$ cat config.mk
export PLATFORM = sky130hd
export DESIGN_NAME = dmux_8_way_16_router
export DESIGN_NICKNAME = d
export VERILOG_FILES = /design/src/rtl/dmux_pkg.sv /design/src/rtl/dmux_slot.sv /design/src/rtl/dmux_8_way_16_router.sv
export SDC_FILE = /design/constraint.sdc
export NUM_CORES = 1
export LEC_CHECK = 0
export ABC_AREA = 0
export BUFFER_PORTS_ARGS = -buffer_cell sky130_fd_sc_hd__buf_2
export CAP_MARGIN = 20
export CORE_ASPECT_RATIO = 0.5
export CORE_UTILIZATION = 45
export DETAILED_ROUTE_END_ITERATION = 10
export PLACE_DENSITY = 0.71
export SKIP_CTS_REPAIR_TIMING = 1
export SLEW_MARGIN = 20
export SYNTH_ARGS = -nofsm -noshare
export SYNTH_HDL_FRONTEND = slang
export SYNTH_SLANG_ARGS = --single-unit
$ cat constraint.sdc
create_clock -name clk -period 4 [get_ports clk]
set_input_delay 1.2 -clock clk [delete_from_list [all_inputs] [get_ports clk]]
set_output_delay 1.2 -clock clk [all_outputs]
set_load 0.02 [all_outputs]
$ cat src/rtl/dmux_pkg.sv
// Shared constants and helpers for the 8-way 16-bit router and its slot registers.
package dmux_pkg;

    localparam int DMUX_WIDTH = 16;
    localparam int DMUX_WAYS  = 8;
    localparam int DMUX_SEL_W = $clog2(DMUX_WAYS);
    localparam int COUNT_W    = 16;

    // Low bit index of channel k inside the packed out_data bus.
    function automatic int slot_lo(input int k, input int width = DMUX_WIDTH);
        return k * width;
    endfunction

endpackage

$ cat src/rtl/dmux_slot.sv
// One-entry output register with valid/ready handshake; a load always beats a drain.
module dmux_slot
    import dmux_pkg::*;
#(
    parameter int WIDTH = DMUX_WIDTH
) (
    input  logic             clk,
    input  logic             rst_n,
    input  logic             load,
    input  logic [WIDTH-1:0] d,
    input  logic             ready,
    output logic [WIDTH-1:0] q,
    output logic             valid,
    output logic             free
);

    logic [WIDTH-1:0] q_r;
    logic             valid_r;

    // Slot storage: load sets valid, drain clears valid but keeps the last word.
    always_ff @(posedge clk or negedge rst_n) begin
        if (!rst_n) begin
            q_r     <= {WIDTH{1'b0}};
            valid_r <= 1'b0;
        end else if (load) begin
            q_r     <= d;
            valid_r <= 1'b1;
        end else if (ready) begin
            valid_r <= 1'b0;
        end
    end

    assign q     = q_r;
    assign valid = valid_r;
    // Free also when the consumer drains this cycle, allowing drain-and-refill.
    assign free  = !valid_r || ready;

endmodule

$ cat src/rtl/dmux_8_way_16_router.sv
// Registered 1-to-N distributor: select decode, broadcast gating and accept counter over N slots.
module dmux_8_way_16_router
    import dmux_pkg::*;
#(
    parameter int   WIDTH = DMUX_WIDTH,
    parameter int   WAYS  = DMUX_WAYS,
    localparam int  SEL_W = $clog2(WAYS)
) (
    input  logic                  clk,
    input  logic                  rst_n,
    input  logic [WIDTH-1:0]      in_data,
    input  logic [SEL_W-1:0]      in_sel,
    input  logic                  in_bcast,
    input  logic                  in_valid,
    output logic                  in_ready,
    output logic [WAYS*WIDTH-1:0] out_data,
    output logic [WAYS-1:0]       out_valid,
    input  logic [WAYS-1:0]       out_ready,
    output logic [COUNT_W-1:0]    accept_count
);

    logic [WAYS-1:0]    free_s;
    logic [WAYS-1:0]    load_s;
    logic               in_ready_s;
    logic               accept_s;
    logic               run_r;
    logic [COUNT_W-1:0] count_r;

    // Holds in_ready low through reset and the first edge after release.
    always_ff @(posedge clk or negedge rst_n) begin
        if (!rst_n) begin
            run_r <= 1'b0;
        end else begin
            run_r <= 1'b1;
        end
    end

    // Ready depends on slot state and out_ready only; in_valid never feeds an output.
    always_comb begin
        in_ready_s = 1'b0;
        if (!run_r) begin
            in_ready_s = 1'b0;
        end else if (in_bcast) begin
            in_ready_s = &free_s;
        end else begin
            in_ready_s = free_s[in_sel];
        end
    end

    assign accept_s = in_valid && in_ready_s;
    assign in_ready = in_ready_s;

    // Select decode: broadcast loads every slot, otherwise only the selected one.
    always_comb begin
        load_s = {WAYS{1'b0}};
        for (int k = 0; k < WAYS; k++) begin
            if (in_bcast) begin
                load_s[k] = accept_s;
            end else begin
                load_s[k] = accept_s && (in_sel == SEL_W'(k));
            end
        end
    end

    // Accept counter, broadcast counts once, wraps naturally.
    always_ff @(posedge clk or negedge rst_n) begin
        if (!rst_n) begin
            count_r <= {COUNT_W{1'b0}};
        end else if (accept_s) begin
            count_r <= count_r + COUNT_W'(1);
        end
    end

    assign accept_count = count_r;

    for (genvar k = 0; k < WAYS; k++) begin : g_slot
        dmux_slot #(
            .WIDTH (WIDTH)
        ) u_slot (
            .clk   (clk),
            .rst_n (rst_n),
            .load  (load_s[k]),
            .d     (in_data),
            .ready (out_ready[k]),
            .q     (out_data[slot_lo(k, WIDTH) +: WIDTH]),
            .valid (out_valid[k]),
            .free  (free_s[k])
        );
    end

endmodule

==> results of run 1 <==
## registers in the layout, summed over array words and instances (netlist names)
name,flops
g_slot.u_slot.q,128
accept_count,16
g_slot.u_slot.valid,8
run_r,1
## per-stage QoR
step | cells | util
after global placement | 788 | 0.5495
after global routing | 820 | 0.5934
after detailed placement | 788 | 0.5495
final | 820 | 0.5934
after CTS | 820 | 0.5934
after floorplan | 421 | -
## cell usage in the layout (no fill, tap or decap), types with 5 or more instances in the layout
cell       synthesis  routed
buf_4             11      18
nand3_1           10      10
dfrtp_1          153     153
a311oi_1           6       6
inv_1              5       5
mux2_4            10      10
nand2_1            7       7
inv_6              0       5
xnor2_1           10      10
clkbuf_16          0      17
nand2b_1          10      10
buf_2              9     182
mux2_2           119     119
nor3_1             6       6
xor2_1             5       5
o311ai_0           6       6
## layer usage
metal,GRT usage,share of wire,vias to the layer above
met5,0,0,-
met4,0.05682,0.0079,0
met3,0.05799,0.054,11
met2,0.3451,0.48,120
met1,0.2903,0.46,2158
li1,-,-,1919
## logic make-up after synthesis
logic type / count (synthesis)
DFF: 153
muxes: 130
and+or+nand+nor: 49
AOI/OAI and AO/OA: 38
buffers and inverters: 34
xor gates and xnor gates: 15
adders and majority gates: 1
other: 1
## final timing paths
| kind | start | endpoint | depth (start not counted) |
|---|---|---|---|
| max in group asynchronous | rst_n | g_slot[3].u_slot.q[9]$_DFFE_PN0P_ | 2 |
| worst min register to register | accept_count[15]$_DFFE_PN0P_ | accept_count[15]$_DFFE_PN0P_ | 1 |
| min in group asynchronous | rst_n | g_slot[7].u_slot.q[7]$_DFFE_PN0P_ | 1 |
| worst min-delay path | accept_count[15]$_DFFE_PN0P_ | accept_count[15]$_DFFE_PN0P_ | 1 |
| worst max-delay path | out_ready[7] | in_ready | 6 |
| worst max register to register | g_slot[7].u_slot.valid$_DFFE_PN0P_ | g_slot[7].u_slot.q[10]$_DFFE_PN0P_ | 7 |
## cell usage after synthesis, types with 4 or more instances
master / instances / area (sq um)
nor3_1: 6 / 30.03
nor2_1: 4 / 15.01
a311oi_1: 6 / 52.55
xnor2_1: 10 / 87.58
buf_2: 9 / 45.04
o21ai_0: 4 / 20.02
buf_4: 11 / 82.58
nand2_1: 7 / 26.28
xor2_1: 5 / 43.79
dfrtp_1: 153 / 3829
nand2b_1: 10 / 62.56
mux2_4: 10 / 150.1
buf_6: 4 / 45.04
nand4_1: 4 / 25.02
nand3_1: 10 / 50.05
mux2_2: 119 / 1340
a21oi_1: 4 / 20.02
inv_1: 5 / 18.77
o311ai_0: 6 / 52.55
a311oi_4: 4 / 105.1
## cell type report
class                      count  area [sq um]
clock inverter                15         177.7
fill                        1136          5587
inverter                       6         22.52
sequential                   153          3829
timing repair buffer         203          1097
multi-input combinational    234          2360
tap                          192         240.2
clock buffer                  17         425.4
## report_power, final
group | total (mW) | internal [mW] | switching [mW]
clock | 1.63 | 0.945 | 0.684
sequential | 2.29 | 2.02 | 0.267
combinational | 1.86 | 0.753 | 1.10
total | 5.77 | 3.72 | 2.05
==> impl_metrics.tcl, run 1 <==
set metrics [dict create \
    status "complete, no violations" \
    die_w_um 170.9 \
    clk-insertion-delay-late_ns 0.41 \
    max_stage_delay_ns 0.50 \
    vias 4208 \
    rsz0062_at_grt "false" \
    start_util 0.4674 \
    fmax_mhz 268.5 \
    crit_family "simple AND/OR/NAND/NOR gates" \
    grt_pass1_vias 4210 \
    cp_num_buf_inv 2 \
    row_count 30 \
    path_class "primary input to output pin" \
    synth_edf_count 0 \
    synth-main-ff-cell "dfrtp_1" \
    slew_violations 0 \
    power_density_nw_per_um2 708.4 \
    grt_overflow_total 0 \
    synthXorXnorAreaFrac 0.02046 \
    dieArea_sq_um 14780 \
    p_leak_nw 3.837 \
    ys_seq_elements 153 \
    grtUsageTotal 0.2149 \
    startpoint_type "primary input" \
    rrSetupSlack_ns 1.55 \
    crit_fanout 3 \
    dp_slack_ns 0.3001 \
    cp_common_cell "buf_2" \
    cts_buffer_depth 2 \
    synthSimpleGateAreaFrac 0.04209 \
    worstHoldPathType "register to register" \
    vdd_drop_max_uv 361.9 \
    place_congestion 0.8782 \
    yosys-mux-area-fraction 0.2356 \
    routed_wirelength_mm 15.02 \
    first_iter_violations 262 \
    min_period_over_period 0.9312 \
    ys_seq_area_frac 0.5963 \
    viasPerCell 5.132 \
    cts_tree "done" \
    worst_pin_slew_ns 0.8082 \
    path_cells "buf_2 > nand2b_1 > mux4_2 > or3b_1 > nand3_1 > buf_2" \
    final_cell_area_sq_um 8152 \
    synth_top_family_by_area "multiplexers" \
    cts_buffers 17 \
    synth-compound-area-share 0.06684 \
    cts.clk_slew.worst_paths_ns 0.06 \
    grt_pass1_wl_mm 23.89 \
    synthArstFlopShare 1.000 \
    drc 0 \
    yosysUniqueCellTypes 42 \
    cts_htree_levels 4 \
    critical_path_arrival_ns 2.52 \
    hpwl_mm 10.62 \
    netlist_area_sq_um 6421 \
    fin_crit_ns 3.725 \
    required_ns 2.80 \
    grt_max_degree 69 \
    setup_tns_ns 0 \
    synthCells 421 \
    die_h_um 86.47 \
    root_buffer "clkbuf_16" \
    synth_fp_nets 453 \
    setup_violations 0 \
    portBuffers 183 \
    drive_above_1_share 0.5987 \
    yosys_warnings 0 \
    final_antenna_net_count 0 \
    antenna_cells 0 \
    whs_ns 0.4712 \
    cap_violations 0 \
    cp_slowest_cell "mux4_2" \
    slew_headroom 0.4589 \
    io_pins 184 \
    avgRoutedWirePerCell_um 18.31 \
    p_total_mw 5.775 \
    cp-end-kind "output pin" \
    worst_slack_ns 0.2753 \
    fin_worst_skew_ns 0.01057 \
    finalHoldViolCount 0 \
    antenna_found_initial 0 \
    dpl_cell_area_sq_um 7548 \
    synthAdderAreaFrac 0.001949 \
    core_sq_um 13740 \
    area_growth_pct 26.95 \
    drt_pass1_iterations 4 \
    cts_sinks 153 \
    syn_area_per_cell_sq_um 15.25 \
    finalNetCount 647 \
]
(Power assumes the default switching activity.)
==> run 2, diff against run 1 <==
--- a/config.mk
+++ b/config.mk
@@ -12,6 +12,7 @@
 export CORE_UTILIZATION = 45
 export DETAILED_ROUTE_END_ITERATION = 10
 export PLACE_DENSITY = 0.71
+export RECOVER_POWER = 25
 export SKIP_CTS_REPAIR_TIMING = 1
 export SLEW_MARGIN = 20
 export SYNTH_ARGS = -nofsm -noshare
==> run 2 against run 1 <==
  * The flow now finishes with violations (capacitance limit, slew limit)
  * Clock-buffer cell count unchanged
  * Clock skew unchanged
  * Design area decreased by 0.12%
  * Sequential power about the same
  * Final cell count unchanged
  * First-iteration DRC count unchanged
  * Global-route usage unchanged
  * Maximum frequency about the same
  * Via count about the same
==> impl_metrics.tcl, run 2 (synthesis results as in run 1) <==
set metrics [dict create \
    status "finished with violations" \
    failed_checks "capacitance limit, slew limit" \
    critical_path_arrival_ns 2.53 \
    core_sq_um 13740 \
    pwr-share-seq 0.397 \
    viasPerCell 5.127 \
    p_switching_mw 2.053 \
    grt_overflow_total 0 \
    antenna_cells 0 \
    io_pins 184 \
    rrSetupSlack_ns 1.55 \
    startpoint_type "primary input" \
    power_density_nw_per_um2 709.2 \
    path_class "primary input to output pin" \
    finalNetCount 647 \
    slew_headroom -0.1460 \
    vdd_drop_max_uv 361.9 \
    grt_pass1_vias 4210 \
    portBuffers 183 \
    final_antenna_net_count 0 \
    antenna_found_initial 0 \
    p_total_mw 5.774 \
    start_util 0.4674 \
    rsz0062_at_grt "false" \
    cp-startpoint "out_ready[7]" \
    row_count 30 \
    finalHoldViolCount 0 \
    grtUsageTotal 0.2149 \
    r2r-start "g_slot[7].u_slot.valid$_DFFE_PN0P_" \
    drt_pass1_iterations 4 \
    crit_fanout 3 \
    cts_buffers 17 \
    worst_slack_ns 0.2741 \
    fmax_mhz 268.4 \
    hpwl_mm 10.62 \
    largest_register_ffs 128 \
    die_w_um 170.9 \
    setup_tns_ns 0 \
    routed_wirelength_mm 15.01 \
    slew_violations 68 \
    ff2ff_path_depth 7 \
    dp_slack_ns 0.3001 \
    grt_max_degree 69 \
    min_period_over_period 0.9315 \
    avgRoutedWirePerCell_um 18.30 \
    dieArea_sq_um 14780 \
    die_h_um 86.47 \
    cap_violations 1 \
    place_congestion 0.8782 \
    intPower_mw 3.720 \
    endpoint "in_ready" \
    worstHoldPathType "register to register" \
    cts_htree_levels 4 \
    grt_pass1_wl_mm 23.89 \
    root_buffer "clkbuf_16" \
    final_cell_mix "buf_2, dfrtp_1, mux2_2, clkbuf_16, buf_4" \
    fin_worst_skew_ns 0.01057 \
    clockPowerShare 0.282 \
    comb_power_share 0.321 \
    cts_buffer_depth 2 \
    vias 4204 \
    switching_share 0.3556 \
    reg2reg_to "g_slot[7].u_slot.q[10]$_DFFE_PN0P_" \
    required_ns 2.80 \
    layout_commonest_cell "buf_2" \
    cts_sinks 153 \
    cts.clk_slew.worst_paths_ns 0.06 \
    cts_tree "done" \
    drc 0 \
    first_iter_violations 262 \
    area_growth_pct 26.79 \
    p_leak_nw 3.832 \
    setup_violations 0 \
    worst_pin_slew_ns 1.719 \
    fin_crit_ns 3.726 \
    drive_above_1_share 0.5971 \
    cp-end-kind "output pin" \
    clk-insertion-delay-late_ns 0.41 \
    fillerInstances 1136 \
]
[run 2: cell count changes in the layout (fill, tap and decap cells not counted), sizes merged]
cell and delta:
buf -2, clkbuf +2
[run 2: power by group through the flow]
| stage | sequential, mW | clock [mW] | combinational [mW] |
|---|---|---|---|
| 3_5_place_dp | 2.31 | 0 | 1.88 |
| 3_3_place_gp | 2.29 | 0 | 1.85 |
| 4_1_cts | 2.29 | 1.66 | 1.88 |
| 6_report | 2.29 | 1.63 | 1.85 |
| 5_1_grt | 2.35 | 1.74 | 1.97 |
| 2_1_floorplan | 2.88 | 0 | 0.580 |
[run 2: critical path: stages]
cell and delay [ns]:
buf_2 0.10, nand2b_1 0.17, mux4_2 0.50, or3b_1 0.20, nand3_1 0.15, buf_2 0.20
[run 2: worst min-delay path by stage]
stage | cells after the start | endpoint | slack, ns | start
finish | 1 | accept_count[15]$_DFFE_PN0P_ | 0.47 | accept_count[15]$_DFFE_PN0P_
global route | 1 | accept_count[15]$_DFFE_PN0P_ | 0.50 | accept_count[15]$_DFFE_PN0P_
CTS | 1 | accept_count[15]$_DFFE_PN0P_ | 0.47 | accept_count[15]$_DFFE_PN0P_
detailed placement | 1 | accept_count[15]$_DFFE_PN0P_ | 0.46 | accept_count[15]$_DFFE_PN0P_
global placement | 1 | accept_count[15]$_DFFE_PN0P_ | 0.46 | accept_count[15]$_DFFE_PN0P_
floorplan | 2 | g_slot[7].u_slot.valid$_DFFE_PN0P_ | 0.48 | g_slot[7].u_slot.valid$_DFFE_PN0P_
[run 2: cell type report]
type / instances / area (sq um) / share of cell area
well taps: 192 / 240.2 / 0.02951
clock buffers: 17 / 425.4 / 0.05225
repair buffers: 203 / 1087 / 0.1335
multi-input cells: 234 / 2360 / 0.2898
clock inverters: 15 / 177.7 / 0.02182
flip-flops and latches: 153 / 3829 / 0.4703
inverters: 6 / 22.52 / 0.002766
[run 2: through the flow]
| stage | util | std cells | instance area (sq um) | hold WS, ns |
|---|---|---|---|---|
| 2_1_floorplan | - | 421 | 6421 | 0.4810 |
| 3_3_place_gp | 0.5495 | 788 | 7548 | 0.4571 |
| 3_5_place_dp | 0.5495 | 788 | 7548 | 0.4647 |
| 4_1_cts | 0.5934 | 820 | 8152 | 0.4737 |
| 5_1_grt | 0.5926 | 820 | 8142 | 0.4970 |
| 6_report | 0.5926 | 820 | 8142 | 0.4712 |
[run 2: layer usage]
layer / vias to the layer above / wire (um) / GRT usage
li1: 1919 / - / -
met1: 2154 / 6944 / 0.2903
met2: 120 / 7134 / 0.3451
met3: 11 / 811 / 0.05799
met4: 0 / 119 / 0.05682
met5: - / 0 / 0
